--- config.mk ---
export PLATFORM = sky130hd
export DESIGN_NAME = mux_n_reg
export DESIGN_NICKNAME = d
export VERILOG_FILES = /design/src/rtl/mux_n_pkg.sv /design/src/rtl/mux_n_reg_rr_arbiter.sv /design/src/rtl/mux_n_reg.sv
export SDC_FILE = /design/constraint.sdc
export NUM_CORES = 1
export LEC_CHECK = 0
export CORE_MARGIN = 2
export CORE_UTILIZATION = 40
export CTS_CLUSTER_SIZE = 28
export DETAILED_ROUTE_END_ITERATION = 12
export PLACE_DENSITY = 0.84
export SLEW_MARGIN = 10
export SYNTH_ARGS = -nofsm -noshare
export SYNTH_HDL_FRONTEND = slang
export SYNTH_SLANG_ARGS = --single-unit
--- constraint.sdc ---
create_clock -name sysclk -period 6.8 [get_ports sysclk]
set_input_delay 1.36 -clock sysclk [delete_from_list [all_inputs] [get_ports sysclk]]
set_output_delay 1.36 -clock sysclk [all_outputs]
set_load 0.03 [all_outputs]
--- src/rtl/mux_n_pkg.sv ---
// mux_n_pkg: shared constants and helpers for the N-channel registered mux.
// Latency: n/a (package only).
// Backpressure: n/a.
// Contents: mode encodings, maximum channel count, and a clog2 variant that
// never returns less than 1 (used to size the select and pointer).
package mux_n_pkg;

  localparam logic MODE_FIXED = 1'b0;
  localparam logic MODE_RR    = 1'b1;

  // Widest configuration the select and pointer logic is sized for.
  localparam int MAX_NUM_CH = 16;

  // $clog2 returns 0 for n=1; a zero-width select bus is illegal.
  function automatic int clog2_min1(input int n);
    return (n <= 2) ? 1 : $clog2(n);
  endfunction

endpackage

--- src/rtl/mux_n_reg_rr_arbiter.sv ---
// rr_arbiter: rotating-priority search over a request vector, starting at ptr.
// Latency: purely combinational, zero cycles.
// Backpressure: none; the caller gates the grant with its own slot status.
// Ports:
//   req     in  NUM_CH  request vector (one bit per channel)
//   ptr     in  SEL_W   highest-priority channel this cycle (must be < NUM_CH)
//   gnt_idx out SEL_W   first requesting channel found from ptr upwards, wrapping
//   gnt_vld out 1       at least one request present
module rr_arbiter #(
  parameter int NUM_CH = 4,
  parameter int SEL_W  = 2
) (
  input  logic [NUM_CH-1:0] req,
  input  logic [SEL_W-1:0]  ptr,
  output logic [SEL_W-1:0]  gnt_idx,
  output logic              gnt_vld
);

  int                idx;
  logic [SEL_W-1:0]  idx_s;

  always_comb begin
    gnt_vld = 1'b0;
    gnt_idx = '0;
    idx     = 0;
    idx_s   = '0;
    // Visit ptr, ptr+1, ..., wrapping to 0; the first hit wins.
    for (int off = 0; off < NUM_CH; off++) begin
      idx   = (int'(ptr) + off) % NUM_CH;
      idx_s = SEL_W'(idx);
      if (!gnt_vld && req[idx_s]) begin
        gnt_vld = 1'b1;
        gnt_idx = idx_s;
      end
    end
  end

endmodule

--- src/rtl/mux_n_reg.sv ---
// mux_n_reg: selects one of NUM_CH valid/ready channels into one registered output.
// Latency: 1 cycle from input transfer to out_data/out_valid.
// Backpressure: accepts a new word when the output is empty or being drained
//   (full throughput); stalls all inputs while out_valid && !out_ready.
// Ports:
//   sysclk, rst (sync, active-high); mode (0 fixed, 1 round-robin); sel (fixed index)
//   in_data/in_valid/in_ready  per-channel inputs, in_ready one-hot or zero
//   out_data/out_valid/out_ready  registered output handshake
// Optional: define MUX_N_REG_CHAN_ID_EN to add out_chan, the source channel index
//   registered with out_data.
module mux_n_reg
  import mux_n_pkg::*;
#(
  parameter int DATA_W = 8,
  parameter int NUM_CH = 4,
  parameter int SEL_W  = clog2_min1(NUM_CH)
) (
  input  logic                     sysclk,
  input  logic                     rst,
  input  logic                     mode,
  input  logic [SEL_W-1:0]         sel,
  input  logic [NUM_CH*DATA_W-1:0] in_data,
  input  logic [NUM_CH-1:0]        in_valid,
  output logic [NUM_CH-1:0]        in_ready,
  output logic [DATA_W-1:0]        out_data,
  output logic                     out_valid,
`ifdef MUX_N_REG_CHAN_ID_EN
  output logic [SEL_W-1:0]         out_chan,
`endif
  input  logic                     out_ready
);

  logic [DATA_W-1:0] out_data_q, out_data_d;
  logic              out_valid_q, out_valid_d;
  logic [SEL_W-1:0]  ptr_q, ptr_d;

  logic              slot_free;
  logic              fix_vld;
  logic              arb_vld;
  logic [SEL_W-1:0]  arb_idx;
  logic              gnt_vld;
  logic [SEL_W-1:0]  gnt_idx;
  logic [DATA_W-1:0] gnt_dat;

  rr_arbiter #(
    .NUM_CH (NUM_CH),
    .SEL_W  (SEL_W)
  ) u_arb (
    .req     (in_valid),
    .ptr     (ptr_q),
    .gnt_idx (arb_idx),
    .gnt_vld (arb_vld)
  );

  assign slot_free = !out_valid_q || out_ready;

  always_comb begin
    // An out-of-range sel matches no channel, so it can never grant.
    fix_vld = 1'b0;
    for (int i = 0; i < NUM_CH; i++) begin
      if (sel == SEL_W'(i) && in_valid[i]) fix_vld = 1'b1;
    end

    gnt_idx = (mode == MODE_RR) ? arb_idx : sel;
    // A grant always implies the granted valid is high, so grant == transfer.
    gnt_vld = !rst && slot_free && ((mode == MODE_RR) ? arb_vld : fix_vld);

    in_ready = '0;
    gnt_dat  = '0;
    for (int i = 0; i < NUM_CH; i++) begin
      if (gnt_idx == SEL_W'(i)) begin
        in_ready[i] = gnt_vld;
        gnt_dat     = in_data[i*DATA_W +: DATA_W];
      end
    end
  end

  always_comb begin
    out_data_d  = out_data_q;
    out_valid_d = out_valid_q;
    ptr_d       = ptr_q;
    if (gnt_vld) begin
      // Covers both an empty slot and a same-cycle drain-and-refill.
      out_data_d  = gnt_dat;
      out_valid_d = 1'b1;
      if (mode == MODE_RR) begin
        ptr_d = (gnt_idx == SEL_W'(NUM_CH - 1)) ? '0 : gnt_idx + 1'b1;
      end
    end else if (out_ready) begin
      out_valid_d = 1'b0;
    end
  end

  always_ff @(posedge sysclk) begin
    if (rst) begin
      out_data_q  <= '0;
      out_valid_q <= 1'b0;
      ptr_q       <= '0;
    end else begin
      out_data_q  <= out_data_d;
      out_valid_q <= out_valid_d;
      ptr_q       <= ptr_d;
    end
  end

  assign out_data  = out_data_q;
  assign out_valid = out_valid_q;

`ifdef MUX_N_REG_CHAN_ID_EN
  logic [SEL_W-1:0] chan_q, chan_d;

  assign chan_d = gnt_vld ? gnt_idx : chan_q;

  always_ff @(posedge sysclk) begin
    if (rst) chan_q <= '0;
    else     chan_q <= chan_d;
  end

  assign out_chan = chan_q;
`endif

endmodule

==> impl_metrics.toml, run 1 <==
[sta]
rsz0062_at_grt = "no"
fin_skew_ns = 0.002705
period_needed_ns = 5.468
tightest_slew_ns = 0.7595
drv_slew = 0
hold_viol_final = 0
setup_tns_ns = 0
whs_ns = 0.4798
finalSetupViolations = 0
fmax_ghz = 0.1829
fin_crit_sh_pct = 80.41
fin_ws_ns = 1.332
slew_headroom_pct = 49.36

[route]
drc = 0
vias = 1082
postRouteAntennaNets = 0
drtIter0Drc = 17
viasPerCell = 5.465
wirelength_mm = 2.834
routedWlPerCell_um = 14.31
dr.pass1.iters = 4

[synth]
synth_area_leaders = "dfxtp_1 23%, mux2i_1 12%, nand2_1 7.1%"
synth-main-ff-cell = "dfxtp_1"
syn_inst = 118
synth_area_per_cell_um2 = 8.027
synth_top_area_share_pct = 23.25
syn-num-nets = 164
mappedNetlistArea_um2 = 947.2
yosys.area.top_type = "dfxtp_1"
ys_ff_latch = 11
yosysWarningCount = 0
synthArstFlopShare_pct = 0
seq_area_frac_synth_pct = 23.25
synth_edf_count = 0
synth_cell_type_count = 33

[cts]
clk_pin_slew_ns = 0.07
clock_path_buffers = 2
clkSinkCount = 11
worst_skew_pair.late_latency_ns = 0.28
cts-htree-levels = 1
numCtsBuffers = 3
cts-resized-gates = 0
tritoncts = "done"
ctsHoldBuffers = 0
cts_root_buffer = "clkbuf_4"
post_cts_buffers = 0

[pwr]
p_per_area_mw_per_mm2 = 165.7
vdd_drop_max_v = 0.0001446
total_leakage_power_uw = 0.0005878

[worst_hold_path]
hold_path_startpoint = "out_data[4]"
hold_class = "reg -> reg"

[placement]
place.detailed.hpwl_mm = 2.296
place_inst = 194
io_buffers = 54
routabilityCongestion = 0.7845
pre_cts_slack_ns = 1.354

[die]
initial_utilization_pct = 42.41
die_h_um = 52.66
dieArea_mm2 = 0.002773
num_rows = 17
die_w_um = 52.66
coreArea_mm2 = 0.002233
io_pins = 55

[global_route]
grt_pass1_wl_mm = 4.588
gr-usage-all-layers_pct = 22.45
met2_usage_pct = 40.42
antenna_found_initial = 0
grt_busiest_layer = "met2"
grt_pass1_vias = 1128
gr-usage-met1_pct = 24.74
grtUsageMet3_pct = 6.286
grt_max_degree = 18
overflow = 0

[worst_setup_path]
critPathCaptureType = "primary output"
path_class = "in -> out"
rrSetupSlack_ns = 4.40
r2r_start = "ptr_q[0]"
worst_ep_arrival_time_ns = 4.11
r2r-end = "out_data[7]"
reg2reg_depth = 9
critPathLaunch = "in_valid[0]"
cp_max_fo = 17
cp-start-kind = "input port"
critPathCapture = "in_ready[1]"
required_ns = 5.44

[cells_and_area]
layout-drive-gt1-share_pct = 4.706
antenna_cells = 0
syn_to_final_growth_pct = 59.71
instances_no_fill = 198
layout.nets = 217

[run]
cap_violations = 0

[run_status]
outcome = "finished clean"
-- worst max-delay path: stages --
cell and delay, ns:
clkdlybuf4s50_1 0.62, nor4bb_1 0.32, o21ai_0 0.13, o211ai_1 0.13, and2_1 0.19, ha_1 0.49, inv_1 0.08, nor2_1 0.11
clkdlybuf4s50_1 0.68
-- registers in the layout (all words and copies together) (netlist names) --
name / count
out_valid: 1
out_data: 8
ptr_q: 2
-- synthesized netlist by cell type, types with 2 or more instances --
master    count
a221oi_1      3
clkbuf_1      3
dfxtp_1      11
ha_1          4
inv_1         8
mux2i_1      11
nand2_1      18
nand2b_1      8
nor2_1       10
nor4bb_1      2
o211ai_1      9
o21ai_0       2
o221ai_1      7
or2b_2        3
-- layout make-up --
| type | count | area (um2) |
|---|---|---|
| fill | 188 | 720.7 |
| multi-input combinational | 92 | 656.9 |
| inverter | 9 | 33.78 |
| sequential | 11 | 220.2 |
| timing repair buffer | 54 | 540.5 |
| tap | 28 | 35.03 |
| clock buffer | 4 | 26.28 |
-- per-layer routing --
metal / part of all wire [%] / vias to the layer above / wire length, um
li1: - / 536 / -
met1: 40 / 480 / 1140
met2: 49 / 57 / 1376
met3: 8.9 / 9 / 251
met4: 2.3 / 0 / 66
met5: 0 / - / 0
-- how the worst min path moves through the flow --
stage	endpoint	slack [ns]	depth (start not counted)
final	out_data[4]	0.48	2
after global placement	out_data[6]	0.46	2
after global routing	out_data[5]	0.50	2
after CTS	out_data[4]	0.49	2
after detailed placement	out_data[3]	0.47	2
after floorplan	ptr_q[0]	0.52	2
-- cells by family (layout without fill, tap and decap cells) --
family	after synthesis	after routing	share of synthesized area [%]
compound gates	30	30	26.82
fa+ha+maj	4	4	5.284
buf+inv	15	67	7.397
flops	11	11	23.25
mux	11	11	11.63
simple gates	47	47	25.63
-- cells in the final DEF, fill, tap and decap left out, drive strengths merged, types with 2 or more instances in the layout --
master	instances
clkdlybuf4s50	54
nand2	18
mux2i	11
dfxtp	11
nor2	10
o211ai	9
inv	8
nand2b	8
o221ai	7
ha	4
or2b	4
clkbuf	4
a221oi	3
nor4bb	2
o21ai	2
-- stage by stage --
step	utilization, %	total power, uW	instance area [um2]
after floorplan	-	149.6	947.2
after global placement	66.55	201.7	1486
after detailed placement	66.55	204.6	1486
after CTS	67.73	252.4	1513
after global routing	67.73	263.7	1513
final	67.73	250.6	1513
-- power breakdown --
part	leakage (uW)	total (uW)	internal (uW)	switching (uW)
clock	0.0000150	47.7	22.8	24.9
combinational	0.000482	124	62.1	61.5
sequential	0.0000909	79.3	73.6	5.74
total	0.000588	251	158	92.1
(Power assumes the default switching activity.)
==> run 2: changes to the inputs <==
- CORE_UTILIZATION: 40 -> 34
- PLACE_DENSITY: 0.84 -> 0.76
- clock period: 6.8 -> 4.8 ns (I/O delays scaled with it)
==> run 2 against run 1 <==
  * First-iteration DRC count increased by 94%
  * Clock power increased by 28%
  * Sequential power increased by 41%
  * Final cell count increased by 3.0%
  * Critical path type unchanged
  * Critical endpoint is now in_ready[3]
  * Largest cell class unchanged
==> impl_metrics.toml, run 2 (synthesized netlist as in run 1, its figures left out) <==
[sta]
rsz0062_at_grt = "no"
setup_tns_ns = 0
period_needed_ns = 4.476
whs_ns = 0.4831
tightest_slew_ns = 0.4970
drv_slew = 0
fin_crit_sh_pct = 93.24
fmax_ghz = 0.2234
fin_ws_ns = 0.3244
fin_skew_ns = 0.002809
hold_viol_final = 0
finalSetupViolations = 0
slew_headroom_pct = 66.44

[worst_setup_path]
critPathCaptureType = "primary output"
rrSetupSlack_ns = 2.32
reg2reg_depth = 9
critPathCapture = "in_ready[3]"
path_class = "in -> out"
worst_ep_arrival_time_ns = 3.52
cp_max_fo = 8
critPathLaunch = "in_valid[1]"
r2r_start = "ptr_q[0]"
r2r-end = "out_data[4]"
cp-start-kind = "input port"
required_ns = 3.84

[global_route]
grt_pass1_vias = 1052
grt_pass1_wl_mm = 4.512
grt_max_degree = 17
gr-usage-all-layers_pct = 17.40
overflow = 0
antenna_found_initial = 0

[worst_hold_path]
hold_class = "reg -> reg"

[cts]
tritoncts = "done"
clock_path_buffers = 2
cts-htree-levels = 1
cts_root_buffer = "clkbuf_4"
post_cts_buffers = 0
ctsHoldBuffers = 0
cts-resized-gates = 0
clkSinkCount = 11
clk_pin_slew_ns = 0.07
worst_skew_pair.late_latency_ns = 0.26
numCtsBuffers = 3

[cells_and_area]
largest_reg_flops = 8
layout.nets = 220
layout-drive-gt1-share_pct = 6.358
final_util_pct = 56.79
layout_common_cells = "54 x clkdlybuf4s50_1, 18 x nand2_1, 11 x mux2i_1, 11 x dfxtp_1, 10 x nor2_1"
syn_to_final_growth_pct = 62.48
antenna_cells = 0
layout_commonest_cell = "clkdlybuf4s50_1"

[run_status]
outcome = "finished clean"

[route]
postRouteAntennaNets = 0
drc = 0
routedWlPerCell_um = 13.59
viasPerCell = 5.333
met3_length_um = 144
dr.pass1.iters = 4
wl_met2_mm = 1.440
top_layer = "met4"
drtIter0Drc = 33
vias = 1088
wirelength_mm = 2.773
wl_met1_mm = 1.119

[pwr]
power_uw = 351.9
total_leakage_power_uw = 0.0006018
p_per_area_mw_per_mm2 = 228.7
vdd_drop_max_v = 0.0001752

[die]
die_w_um = 56.78
dieArea_mm2 = 0.003224
die_h_um = 56.78
coreArea_mm2 = 0.002710
initial_utilization_pct = 34.95
num_rows = 19
io_pins = 55

[placement]
routabilityCongestion = 0.8306
pre_cts_slack_ns = 0.3497
io_buffers = 54
place.detailed.hpwl_mm = 2.347

[run]
cap_violations = 0
run 2: cell types whose count changed in the layout (fill, tap and decap cells not counted):
cell	previous run	this run
buf_4	0	3
run 2: final cells by class:
type | count | area [um2]
Multi-Input combinational cell | 92 | 656.9
Tap cell | 31 | 38.79
Sequential cell | 11 | 220.2
Timing Repair Buffer | 57 | 563.0
Inverter | 9 | 33.78
Clock buffer | 4 | 26.28
Fill cell | 251 | 1171
run 2: metrics by stage:
step           area [um2]  instances
2_1_floorplan       947.2        118
3_3_place_gp         1513        200
3_5_place_dp         1513        200
4_1_cts              1539        204
5_1_grt              1539        204
6_report             1539        204
run 2: critical path: stages:
cell and delay (ns):
clkdlybuf4s50_1 0.61, inv_1 0.07, a221oi_1 0.33, o32a_1 0.27
a22o_2 0.18, ha_1 0.22, clkinv_1 0.10, nor2_1 0.10
clkdlybuf4s50_1 0.70
run 2: worst min-delay path by stage:
stage                startpoint           to  depth (start not counted)
floorplan              ptr_q[0]     ptr_q[0]                          2
global placement    out_data[4]  out_data[4]                          2
detailed placement  out_data[6]  out_data[6]                          2
CTS                 out_data[6]  out_data[6]                          2
global route        out_data[2]  out_data[2]                          2
finish              out_data[6]  out_data[6]                          2
run 2: power breakdown:
group / internal [uW] / switching, uW
sequential: 104 / 8.21
clock: 32.0 / 29.1
combinational: 90.3 / 87.9
total: 227 / 125
run 2: layer usage:
| metal | vias up | global-route usage (%) |
|---|---|---|
| met3 | 8 | 1.382 |
| li1 | 540 | - |
| met5 | - | 0 |
| met4 | 0 | 6.977 |
| met2 | 38 | 30.56 |
| met1 | 502 | 21.79 |
==> run 3: changes to the inputs <==
- CORE_UTILIZATION: 34 -> 25
- PLACE_DENSITY: 0.76 -> not set
==> run 3 against run 2 <==
  * Worst hold slack got worse by 0.0067 ns
  * Setup slack improved by 0.10 ns
  * Power increased by 8.9%
  * Fmax rose by 2.4%
  * Via count shrank 3.4%
  * Clock skew fell by 0.0023 ns
  * Die area grew 33%
  * Clock power increased by 50%
  * Wire length increased by 2.7%
==> impl_metrics.toml, run 3 (synthesized netlist as in run 1, its figures left out) <==
[run_status]
outcome = "finished clean"

[pwr]
swShare_pct = 33.70
p_per_area_mw_per_mm2 = 241.6
p_comb_share_pct = 46.8
p_int_uw = 254.1
total_leakage_power_uw = 0.0006145
pwr-share-seq_pct = 29.2
p_switching_uw = 129.2
clkPwrFrac_pct = 24.0
vdd_drop_max_v = 0.0001039

[cells_and_area]
layout-drive-gt1-share_pct = 6.897
instances_no_fill = 222
syn_to_final_growth_pct = 67.50
layout.nets = 221
largest_reg_flops = 8
antenna_cells = 0
final_util_pct = 43.34
layout_common_cells = "54 x clkdlybuf4s50_1, 18 x nand2_1, 11 x mux2i_1, 11 x dfxtp_1, 10 x nor2_1"
layout_commonest_cell = "clkdlybuf4s50_1"

[worst_setup_path]
critPathLaunch = "in_valid[1]"
cp.depth = 9
cp-start-kind = "input port"
crit_chain = "clkdlybuf4s50_1 > inv_1 > a221oi_1 > o32a_1 > a22o_2 > ha_1 > clkinv_1 > nor2_1 > clkdlybuf4s50_1"
slowest_stage = "clkdlybuf4s50_1"
rrSetupSlack_ns = 2.38
r2r_start = "ptr_q[0]"
cp_max_fo = 8
crit_family = "buffers and inverters"
critPathCapture = "in_ready[3]"
required_ns = 3.84
r2r-end = "out_data[4]"
reg2reg_depth = 9
path_class = "in -> out"
crit_top_cell = "clkdlybuf4s50_1"
critPathCaptureType = "primary output"
worst_ep_arrival_time_ns = 3.41
timing.critical_path.buf_inv = 4
cpPeakStageDelay_ns = 0.68

[sta]
setup_tns_ns = 0
slew_headroom_pct = 67.21
rsz0062_at_grt = "no"
tightest_slew_ns = 0.4901
fin_skew_ns = 0.0005189
finalSetupViolations = 0
fmax_ghz = 0.2288
period_needed_ns = 4.371
whs_ns = 0.4764
hold_viol_final = 0
fin_crit_sh_pct = 91.05
drv_slew = 0

[route]
wirelength_mm = 2.847
viasPerCell = 4.734
routedWlPerCell_um = 12.82
postRouteAntennaNets = 0
dr.pass1.iters = 6
vias = 1051
drc = 0
drtIter0Drc = 41

[cts]
ctsHoldBuffers = 0
cts_root_buffer = "clkbuf_8"
cts-resized-gates = 0
cts-htree-levels = 1
clkSinkCount = 11
numCtsBuffers = 3
tritoncts = "done"
clk_pin_slew_ns = 0.05
post_cts_buffers = 0
clock_path_buffers = 2
worst_skew_pair.late_latency_ns = 0.24

[placement]
place.detailed.hpwl_mm = 2.339
routabilityCongestion = 0.8027
io_buffers = 54
place_inst = 218

[global_route]
grt_pass1_wl_mm = 4.754
gr-usage-all-layers_pct = 13.97
grt_pass1_vias = 1070
overflow = 0
antenna_found_initial = 0
grt_max_degree = 17

[run]
cap_violations = 0

[die]
dieArea_mm2 = 0.004297
die_w_um = 65.55
initial_utilization_pct = 25.87
coreArea_mm2 = 0.003661
num_rows = 22
die_h_um = 65.55
io_pins = 55

[worst_hold_path]
hold_class = "reg -> reg"
-- run 3: cell types whose count changed in the layout (fill, tap and decap cells not counted) --
cell,previous run,this run
buf_4,3,4
clkbuf_4,3,0
clkbuf_8,0,3
-- run 3: final cells by class --
cell class | count | area [um2]
fillers | 361 | 2074
multi-input cells | 92 | 656.9
repair buffers | 58 | 570.5
flip-flops and latches | 11 | 220.2
well taps | 48 | 60.06
clock buffers | 4 | 45.04
inverters | 9 | 33.78
-- run 3: power groups by stage --
stage	clock, uW	combinational (uW)	sequential [uW]
6_report	92.1	179	112
5_1_grt	103	195	114
4_1_cts	94.5	181	112
3_5_place_dp	0	180	114
3_3_place_gp	0	178	113
2_1_floorplan	0	76.0	136
-- run 3: worst min path at each step --
stage	from	to	slack (ns)	depth (start not counted)
global placement	out_data[4]	out_data[4]	0.46	2
detailed placement	out_data[3]	out_data[3]	0.47	2
floorplan	ptr_q[0]	ptr_q[0]	0.52	2
finish	out_data[4]	out_data[4]	0.48	2
global route	out_data[5]	out_data[5]	0.50	2
CTS	out_data[4]	out_data[4]	0.48	2
-- run 3: worst register-to-register path, cell delays in order (launching register included) --
cell	delay, ns
dfxtp_1	0.41
inv_1	0.10
a221oi_1	0.29
o32a_1	0.25
a22oi_1	0.10
ha_1	0.26
nor2_1	0.41
o211ai_1	0.16
o311ai_0	0.18
mux2i_1	0.13
-- run 3: layer usage --
metal / share of wire (%) / global-route usage (%)
met2: 49 / 24.62
met3: 3.2 / 0.8562
met4: 1.5 / 5.990
met1: 46 / 17.48
met5: 0 / 0
-- run 3: per-stage QoR --
stage	area (um2)	total power (uW)	setup slack, ns
final	1587	383.3	0.4294
after global routing	1587	411.8	0.2748
after CTS	1587	388.0	0.4049
after detailed placement	1541	293.9	0.4023
after global placement	1541	290.8	0.4821
after floorplan	947.2	211.9	0.9856
